==> config.mk <==
export PLATFORM = sky130hd
export DESIGN_NAME = fpacc_ctrl
export DESIGN_NICKNAME = d
export VERILOG_FILES = /design/src/rtl/fpacc_pkg.sv /design/src/rtl/fpacc_tmo.sv /design/src/rtl/fpacc_ctrl.sv
export SDC_FILE = /design/constraint.sdc
export NUM_CORES = 1
export LEC_CHECK = 0
export CAP_MARGIN = 20
export CELL_PAD_IN_SITES_DETAIL_PLACEMENT = 0
export CELL_PAD_IN_SITES_GLOBAL_PLACEMENT = 1
export CORE_MARGIN = 1.5
export CORE_UTILIZATION = 49
export DETAILED_ROUTE_END_ITERATION = 6
export DONT_BUFFER_PORTS = 1
export GPL_TIMING_DRIVEN = 0
export PLACE_DENSITY_LB_ADDON = 0.1
export SETUP_SLACK_MARGIN = 0.02
export SLEW_MARGIN = 10
export SYNTH_ARGS = -nofsm -noshare
export SYNTH_HDL_FRONTEND = slang
export SYNTH_SLANG_ARGS = --single-unit
==> constraint.sdc <==
create_clock -name clk -period 2.3 [get_ports clk]
set_input_delay 0.23 -clock clk [delete_from_list [all_inputs] [get_ports clk]]
set_output_delay 0.23 -clock clk [all_outputs]
set_load 0.1 [all_outputs]
==> src/rtl/fpacc_pkg.sv <==
// Shared definitions for the float32 reduction controller.
package fpacc_pkg;

    typedef enum logic [2:0] {
        S_IDLE  = 3'd0,
        S_ACC   = 3'd1,
        S_START = 3'd2,
        S_WAIT  = 3'd3,
        S_DRAIN = 3'd4,
        S_OUT   = 3'd5
    } fpacc_state_t;

    localparam logic [31:0] FP_QNAN     = 32'h7FC00000;
    localparam logic [31:0] FP_POS_ZERO = 32'h00000000;

endpackage

==> src/rtl/fpacc_tmo.sv <==
// Clearable up-counter with a terminal flag; bounds the wait for the adder.
module fpacc_tmo #(
    parameter int TMO_CYC = 64
) (
    input  logic clk,
    input  logic reset,
    input  logic i_clr,
    input  logic i_en,
    output logic o_term
);

    localparam int W = $clog2(TMO_CYC + 1);
    localparam logic [W-1:0] TERM = W'(TMO_CYC - 1);

    logic [W-1:0] r_cnt;

    // Count enabled cycles since the last clear, parking at the terminal value.
    always_ff @(posedge clk or negedge reset) begin
        if (!reset) begin
            r_cnt <= '0;
        end else if (i_clr) begin
            r_cnt <= '0;
        end else if (i_en && (r_cnt != TERM)) begin
            r_cnt <= r_cnt + 1'b1;
        end
    end

    // Terminal on the TMO_CYC-th enabled cycle after a clear.
    assign o_term = (r_cnt == TERM);

endmodule

==> src/rtl/fpacc_ctrl.sv <==
// Reduction controller around a multi-cycle float32 adder: accumulates a
// valid/ready stream into one sum per batch and reports element count and
// adder timeouts. Values pass through bit-exact; no float math here.
module fpacc_ctrl
    import fpacc_pkg::*;
#(
    parameter int CNT_W   = 16,
    parameter int TMO_CYC = 64
) (
    input  logic             clk,
    input  logic             reset,
    input  logic             in_valid,
    output logic             in_ready,
    input  logic [31:0]      in_data,
    input  logic             in_last,
    output logic             add_start,
    output logic [31:0]      add_a,
    output logic [31:0]      add_b,
    input  logic [31:0]      add_sum,
    input  logic             add_done,
    output logic             out_valid,
    input  logic             out_ready,
    output logic [31:0]      out_sum,
    output logic [CNT_W-1:0] out_count,
    output logic             out_err
);

    fpacc_state_t     r_state;
    logic [31:0]      r_acc;
    logic [CNT_W-1:0] r_cnt;
    logic             r_last_q;
    logic             r_first;
    logic             r_in_ready;
    logic             r_add_start;
    logic [31:0]      r_add_a;
    logic [31:0]      r_add_b;
    logic             r_out_valid;
    logic [31:0]      r_out_sum;
    logic [CNT_W-1:0] r_out_count;
    logic             r_out_err;
    logic             w_tmo_term;
    logic             w_accept;

    function automatic logic [CNT_W-1:0] sat_inc(input logic [CNT_W-1:0] v);
        return (&v) ? v : v + 1'b1;
    endfunction

    assign w_accept = in_valid && r_in_ready;

    fpacc_tmo #(.TMO_CYC(TMO_CYC)) u_tmo (
        .clk    (clk),
        .reset  (reset),
        .i_clr  (r_state == S_START),
        .i_en   (r_state == S_WAIT),
        .o_term (w_tmo_term)
    );

    // Batch FSM with all outputs registered; in_ready is set on entry to accepting states.
    always_ff @(posedge clk or negedge reset) begin
        if (!reset) begin
            r_state     <= S_IDLE;
            r_acc       <= FP_POS_ZERO;
            r_cnt       <= '0;
            r_last_q    <= 1'b0;
            r_first     <= 1'b0;
            r_in_ready  <= 1'b0;
            r_add_start <= 1'b0;
            r_add_a     <= FP_POS_ZERO;
            r_add_b     <= FP_POS_ZERO;
            r_out_valid <= 1'b0;
            r_out_sum   <= FP_POS_ZERO;
            r_out_count <= '0;
            r_out_err   <= 1'b0;
        end else begin
            case (r_state)
                S_IDLE: begin
                    if (w_accept) begin
                        r_acc <= in_data;
                        r_cnt <= CNT_W'(1);
                        if (in_last) begin
                            r_state     <= S_OUT;
                            r_in_ready  <= 1'b0;
                            r_out_valid <= 1'b1;
                            r_out_sum   <= in_data;
                            r_out_count <= CNT_W'(1);
                        end else begin
                            r_state <= S_ACC;
                        end
                    end else begin
                        r_in_ready <= 1'b1;
                    end
                end
                S_ACC: begin
                    if (w_accept) begin
                        r_add_a     <= r_acc;
                        r_add_b     <= in_data;
                        r_last_q    <= in_last;
                        r_cnt       <= sat_inc(r_cnt);
                        r_add_start <= 1'b1;
                        r_in_ready  <= 1'b0;
                        r_state     <= S_START;
                    end
                end
                S_START: begin
                    r_add_start <= 1'b0;
                    r_first     <= 1'b1;
                    r_state     <= S_WAIT;
                end
                S_WAIT: begin
                    r_first <= 1'b0;
                    if (!r_first && add_done) begin
                        r_acc <= add_sum;
                        if (r_last_q) begin
                            r_state     <= S_OUT;
                            r_out_valid <= 1'b1;
                            r_out_sum   <= add_sum;
                            r_out_count <= r_cnt;
                        end else begin
                            r_state    <= S_ACC;
                            r_in_ready <= 1'b1;
                        end
                    end else if (w_tmo_term) begin
                        r_out_err <= 1'b1;
                        r_acc     <= FP_QNAN;
                        if (r_last_q) begin
                            r_state     <= S_OUT;
                            r_out_valid <= 1'b1;
                            r_out_sum   <= FP_QNAN;
                            r_out_count <= r_cnt;
                        end else begin
                            r_state    <= S_DRAIN;
                            r_in_ready <= 1'b1;
                        end
                    end
                end
                S_DRAIN: begin
                    if (w_accept) begin
                        r_cnt <= sat_inc(r_cnt);
                        if (in_last) begin
                            r_state     <= S_OUT;
                            r_in_ready  <= 1'b0;
                            r_out_valid <= 1'b1;
                            r_out_sum   <= r_acc;
                            r_out_count <= sat_inc(r_cnt);
                        end
                    end
                end
                S_OUT: begin
                    if (out_ready) begin
                        r_out_valid <= 1'b0;
                        r_out_err   <= 1'b0;
                        r_in_ready  <= 1'b1;
                        r_state     <= S_IDLE;
                    end
                end
                default: begin
                    r_state    <= S_IDLE;
                    r_in_ready <= 1'b0;
                end
            endcase
        end
    end

    assign in_ready  = r_in_ready;
    assign add_start = r_add_start;
    assign add_a     = r_add_a;
    assign add_b     = r_add_b;
    assign out_valid = r_out_valid;
    assign out_sum   = r_out_sum;
    assign out_count = r_out_count;
    assign out_err   = r_out_err;

endmodule

# Word level (Yosys, flattened, before mapping)
# Index checks and enable logic that the tools add are counted.
totals:
  inputBits: 70
  output_inout_bits: 116
  ff_bits: 176
op_classes:
  bitwise: 1
  mux: 60
  n_eq_ne: 21
  n_reduce_logical: 26
  add_sub_neg: 2
op_table:
  columns: ["cell", "count"]
  rows:
  - ["$mux W32", 11]
  - ["$mux W16", 10]
  - ["$pmux W32 S3", 1]
  - ["$pmux W32 S2", 1]
  - ["$pmux W16 S3", 1]
  - ["$pmux W16 S2", 1]
  - ["$mux W3", 9]
  - ["$mux W1", 18]
  - ["$pmux W3 S6", 1]
  - ["$add A16 B1 Y16 const B", 1]
  - ["$ne A2 B2 Y1 const B", 8]
  - ["$reduce_and A16 Y1", 1]
  - ["$mux W7", 2]
  - ["$reduce_and A6 Y1", 2]
  - ["$reduce_bool A2 Y1", 6]
  - ["$reduce_and A5 Y1", 2]
  - ["$ne A3 B3 Y1 const B", 3]
  - ["$reduce_and A8 Y1", 1]
  - ["$add A7 B1 Y7 const B", 1]
  - ["$eq A7 B6 Y1 const B", 1]
  - ["$ne A7 B6 Y1 const B", 1]
  - ["$eq A3 B2 Y1 const B", 2]
  - ["$eq A3 B3 Y1 const B", 2]
  - ["$ne A2 B1 Y1 const B", 3]
  - ["other kinds (13)", 21]

# Depth between registers and ports, before layout
depth:
  ltp_word: 5
  mapped_depth: 9
  mapped_depth_nobuf: 6

# By module
# From an unflattened synthesis, not the netlist that was laid out.
unflattened:
  hier_cells: 811
  hier_area_um2: 8316.7
by_module_without_submodules:
  columns: ["module", "area_each_um2", "instances", "seq_area_each_um2", "cells_each"]
  rows:
  - ["fpacc_ctrl", 7896.3, 1, 4229.1, 769]
  - ["fpacc_tmo", 420.4, 1, 175.2, 42]

# Worst setup path before layout
# No wires, ideal clock.
synth_timing:
  kind: "reg2reg"
  startpoint: "register r_in_ready, in the netlist in_ready"
  endpoint: "register r_add_a[13], in the netlist add_a[13]"
  arrival_ps: 2328
  stages_incl_launch_ff: 8
  synth_period_minus_slack_ps: 2453
  setup_ps: 125
  n_path_buf: 4
  slack_ps: -153
  cell_sequence: "dfrtp_1 -> and3b_1 -> buf_2 -> and3_1 -> clkbuf_1 -> buf_2 -> buf_6 -> mux2_2"
synth_via:
  elab_chain_len: 2
synth_lines:
  columns: ["item", "line", "text"]
  rows:
  - ["start: declaration", "fpacc_ctrl.sv:33", "logic r_in_ready;"]
  - ["start signal: assignment", "fpacc_ctrl.sv:66", "r_in_ready <= 1'b0;"]
  - ["start signal: assignment", "fpacc_ctrl.sv:82", "r_in_ready <= 1'b0;"]
  - ["start signal: assignment", "fpacc_ctrl.sv:90", "r_in_ready <= 1'b1;"]
  - ["$logic_and A1 B1 Y1", "fpacc_ctrl.sv:48", "assign w_accept = in_valid && r_in_ready;"]
  - ["$reduce_and A2 Y1 (no line)", null, null]
  - ["end signal: assignment", "fpacc_ctrl.sv:95", "r_add_a <= r_acc;"]
  - ["end: declaration", "fpacc_ctrl.sv:35", "logic [31:0] r_add_a;"]
# Every way passes these cells.
# A chain may end at the register's enable or synchronous reset.

# Final worst setup path
layout_timing:
  startpoint: "register r_in_ready, in the netlist in_ready"
  endpoint: "register r_add_a[26], in the netlist add_a[26]"
# The elaborated chain is that of the path after synthesis.

==> results.txt <==
Status -> finished, violations left
Violated checks -> negative hold slack
Via count -> 6,922
Critical Path Start Type -> flop
Post-Route WL -> 25,600 microns
Post-synth ARST share -> 100%
Most Used Layer, Global Route -> met2
Top cells by count, synth -> dfrtp_1, nand2_1, nor2_1, mux2_2, o21ai_0
Max-slew violations -> 0
Largest net degree at the start of global routing -> 177
Synth Area in Simple Gates -> 12.4%
Largest delay contributor family on the critical path -> flip-flops
Ant diodes -> 0
Post-Synth Adder-Cell Area -> 0.301%
Avg Inst Size Synth -> 10.4 sq um
GPL Wtd Cong -> 0.839
Achievable clock frequency -> 0.463 GHz
Largest family of logic cells by synthesized area -> compound AO/OA/AOI/OAI gates
Most frequent CP cell -> buf_6
Tcrit/Tclk final -> 93.9%
Fillcell total -> 1,433
Worst min path class -> in2async
Worst slew pin tran -> 978 ps
Largest stage delay, worst path -> 650 ps
Reg2reg setup slack -> 140 ps
GR Overflow Total -> 0
RSZ-0062 raised after global routing -> false
Worst path cell trace -> and3b_1 > buf_2 > and3_1 > buf_6 > buf_6 > mux2_1
Main synth FF type -> dfrtp_1
Core Footprint -> 0.0166 sq mm
Vias in the first global route -> 7,129
Rel. slew slack -> 34.8%
Critical path class -> reg2reg
Port Buffers -> 0
Worst skew pair latency -> 440 ps
Layout cells sized above 1 -> 18.7%
Post-Syn Nets -> 870
First-pass GRT wire length -> 40,200 microns
Clock sink total -> 176
Post-route ant nets -> 0
CP Buf/Inv Count -> 3
Total iterations of the first detailed-routing run -> 5
DIE WIDTH -> 133 microns
Rows -> 47
Register area share after synthesis -> 53.0%
Worst R2R Path Depth -> 6
Crit. End Element -> flop
Hold WS -> -517 ps
Synth Area in XOR/XNOR -> 0.527%
All-Layer GR Usage -> 29.7%
Initial DRC Count -> 474
# IOs -> 186
HPWL Detailed -> 17,300 microns
Synth warn -> 0
Die H -> 133 microns
Final Hold Vio Count -> 176
Num CTS Buffers -> 17
Initial Util -> 50.1%
CP arrival -> 2470 ps
GRT met2 Usage -> 45.7%
Number of distinct library cells after synthesis -> 70
Yosys top cell area share -> 53.0%
Yosys reg bits -> 176
Critical path's slowest cell -> dfrtp_4
Synth Instances -> 798
Reg clk slew, reported paths -> 70 ps
CTS H-tree depth -> 4
Initial antenna violation count -> 0
Clk buf depth -> 2
Met3 usage -> 8.83%
Reg-to-Reg Start -> in_ready
Synth Area in Compound Gates -> 19.4%
Nets -> 946
Met1 Usage GRT -> 39.6%
Die footprint -> 0.0177 sq mm
Placed instance count -> 1,018
Placement Setup Slack -> -223 ps
R2r endpoint -> add_a[26]
Max Cap Viol -> 0
Setup TNS -> 0 ps
Synth area leader -> dfrtp_1
WP data required -> 2610 ps
Worst Skew -> 10.8 ps
Most frequent cell after synthesis -> dfrtp_1
Final setup vio count -> 0
Post-synthesis mux area share -> 9.33%
Synth-to-layout area growth -> 17.8%
Routed len/inst -> 23.1 microns
Root Buffer -> clkbuf_16
Synth Cell Area -> 0.00830 sq mm
Final WS setup -> 141 ps
Synth area leaders -> dfrtp_1, mux2_2, a22oi_1, nand2_1, nor2_1
Critical path peak fanout -> 10
Finished Layout Cells -> 1,107
Post-route DRC violation count -> 0
Min Clock Period, post-route -> 2160 ps
CTS tree -> yes
Vias per cell -> 6.25
Post-synth EDFFs -> 0
Hold_buf cts -> 56
Worst Setup SP -> in_ready
worst max path at each step:
stage / cells after the start / to / slack (ps)
global placement: 6 / r_acc[0] / -210
detailed placement: 6 / r_acc[23] / -220
global route: 7 / r_cnt[9] / 20
floorplan: 7 / add_a[13] / 150
finish: 6 / add_a[26] / 140
CTS: 7 / r_cnt[9] / 30
cell families after synthesis:
logic type | after synthesis
buf+inv | 70
mux | 69
simple gates | 225
fa+ha+maj | 2
flops | 176
compound gates | 251
xor+xnor | 5
stage by stage:
stage | utilization (%) | area, sq um
6_report | 59.0 | 9780
4_1_cts | 58.8 | 9750
5_1_grt | 59.0 | 9780
3_3_place_gp | 51.7 | 8580
2_1_floorplan | - | 8300
3_5_place_dp | 51.7 | 8580
cell usage in the layout, fill, tap and decap left out, drive strengths merged, types with 6 or more instances in the layout:
cell / instances
a21oi: 49
mux2: 67
inv: 14
clkbuf: 49
a31oi: 41
nor2: 81
nand2: 81
buf: 32
nand3: 16
o31ai: 7
dfrtp: 176
and3: 6
a221oi: 9
o21ai: 59
or3: 6
nand4: 7
dlygate4sd3: 56
a22oi: 51
worst register-to-register path, stage by stage (launching register included):
cell     delay, ps
dfrtp_4        650
and3b_1        210
buf_2          150
and3_1         280
buf_6          200
buf_6          190
mux2_1         350
state kept, by name, summed over array words and instances (netlist names):
register / cells
add_a: 32
add_b: 32
out_sum: 32
r_acc: 32
out_count: 16
r_cnt: 16
u_tmo.r_cnt: 7
r_state: 3
add_start: 1
in_ready: 1
out_err: 1
out_valid: 1
r_first: 1
r_last_q: 1
repair_timing:
action / 4_1_cts / 5_1_grt
gates cloned: 0 / 0
pin swaps: 1 / 0
gates resized for setup: 14 / 32
buffers inserted: 2 / 0
endpoints found under the setup margin: 136 / 123
endpoints found under the hold margin: 242 / 176
layout make-up:
class / count / area (sq um) / area share (%)
buffer: 62 / 417 / 4.26
tap: 220 / 275 / 2.81
timing repair buffer: 58 / 576 / 5.88
clock inverter: 14 / 126 / 1.29
inverter: 7 / 26.3 / 0.269
sequential: 176 / 4410 / 45.1
multi-input combinational: 552 / 3520 / 36.0
clock buffer: 18 / 429 / 4.39
metal layers:
metal  vias to the layer above  routed length, microns
met4                         0                     632
met3                        47                    2230
met5                         -                       0
li1                       3076                       -
met1                      3480                   10900
met2                       319                   11800
Power is not shown: default switching activity piles up to over one toggle a cycle in this logic, so the estimate is an artifact.
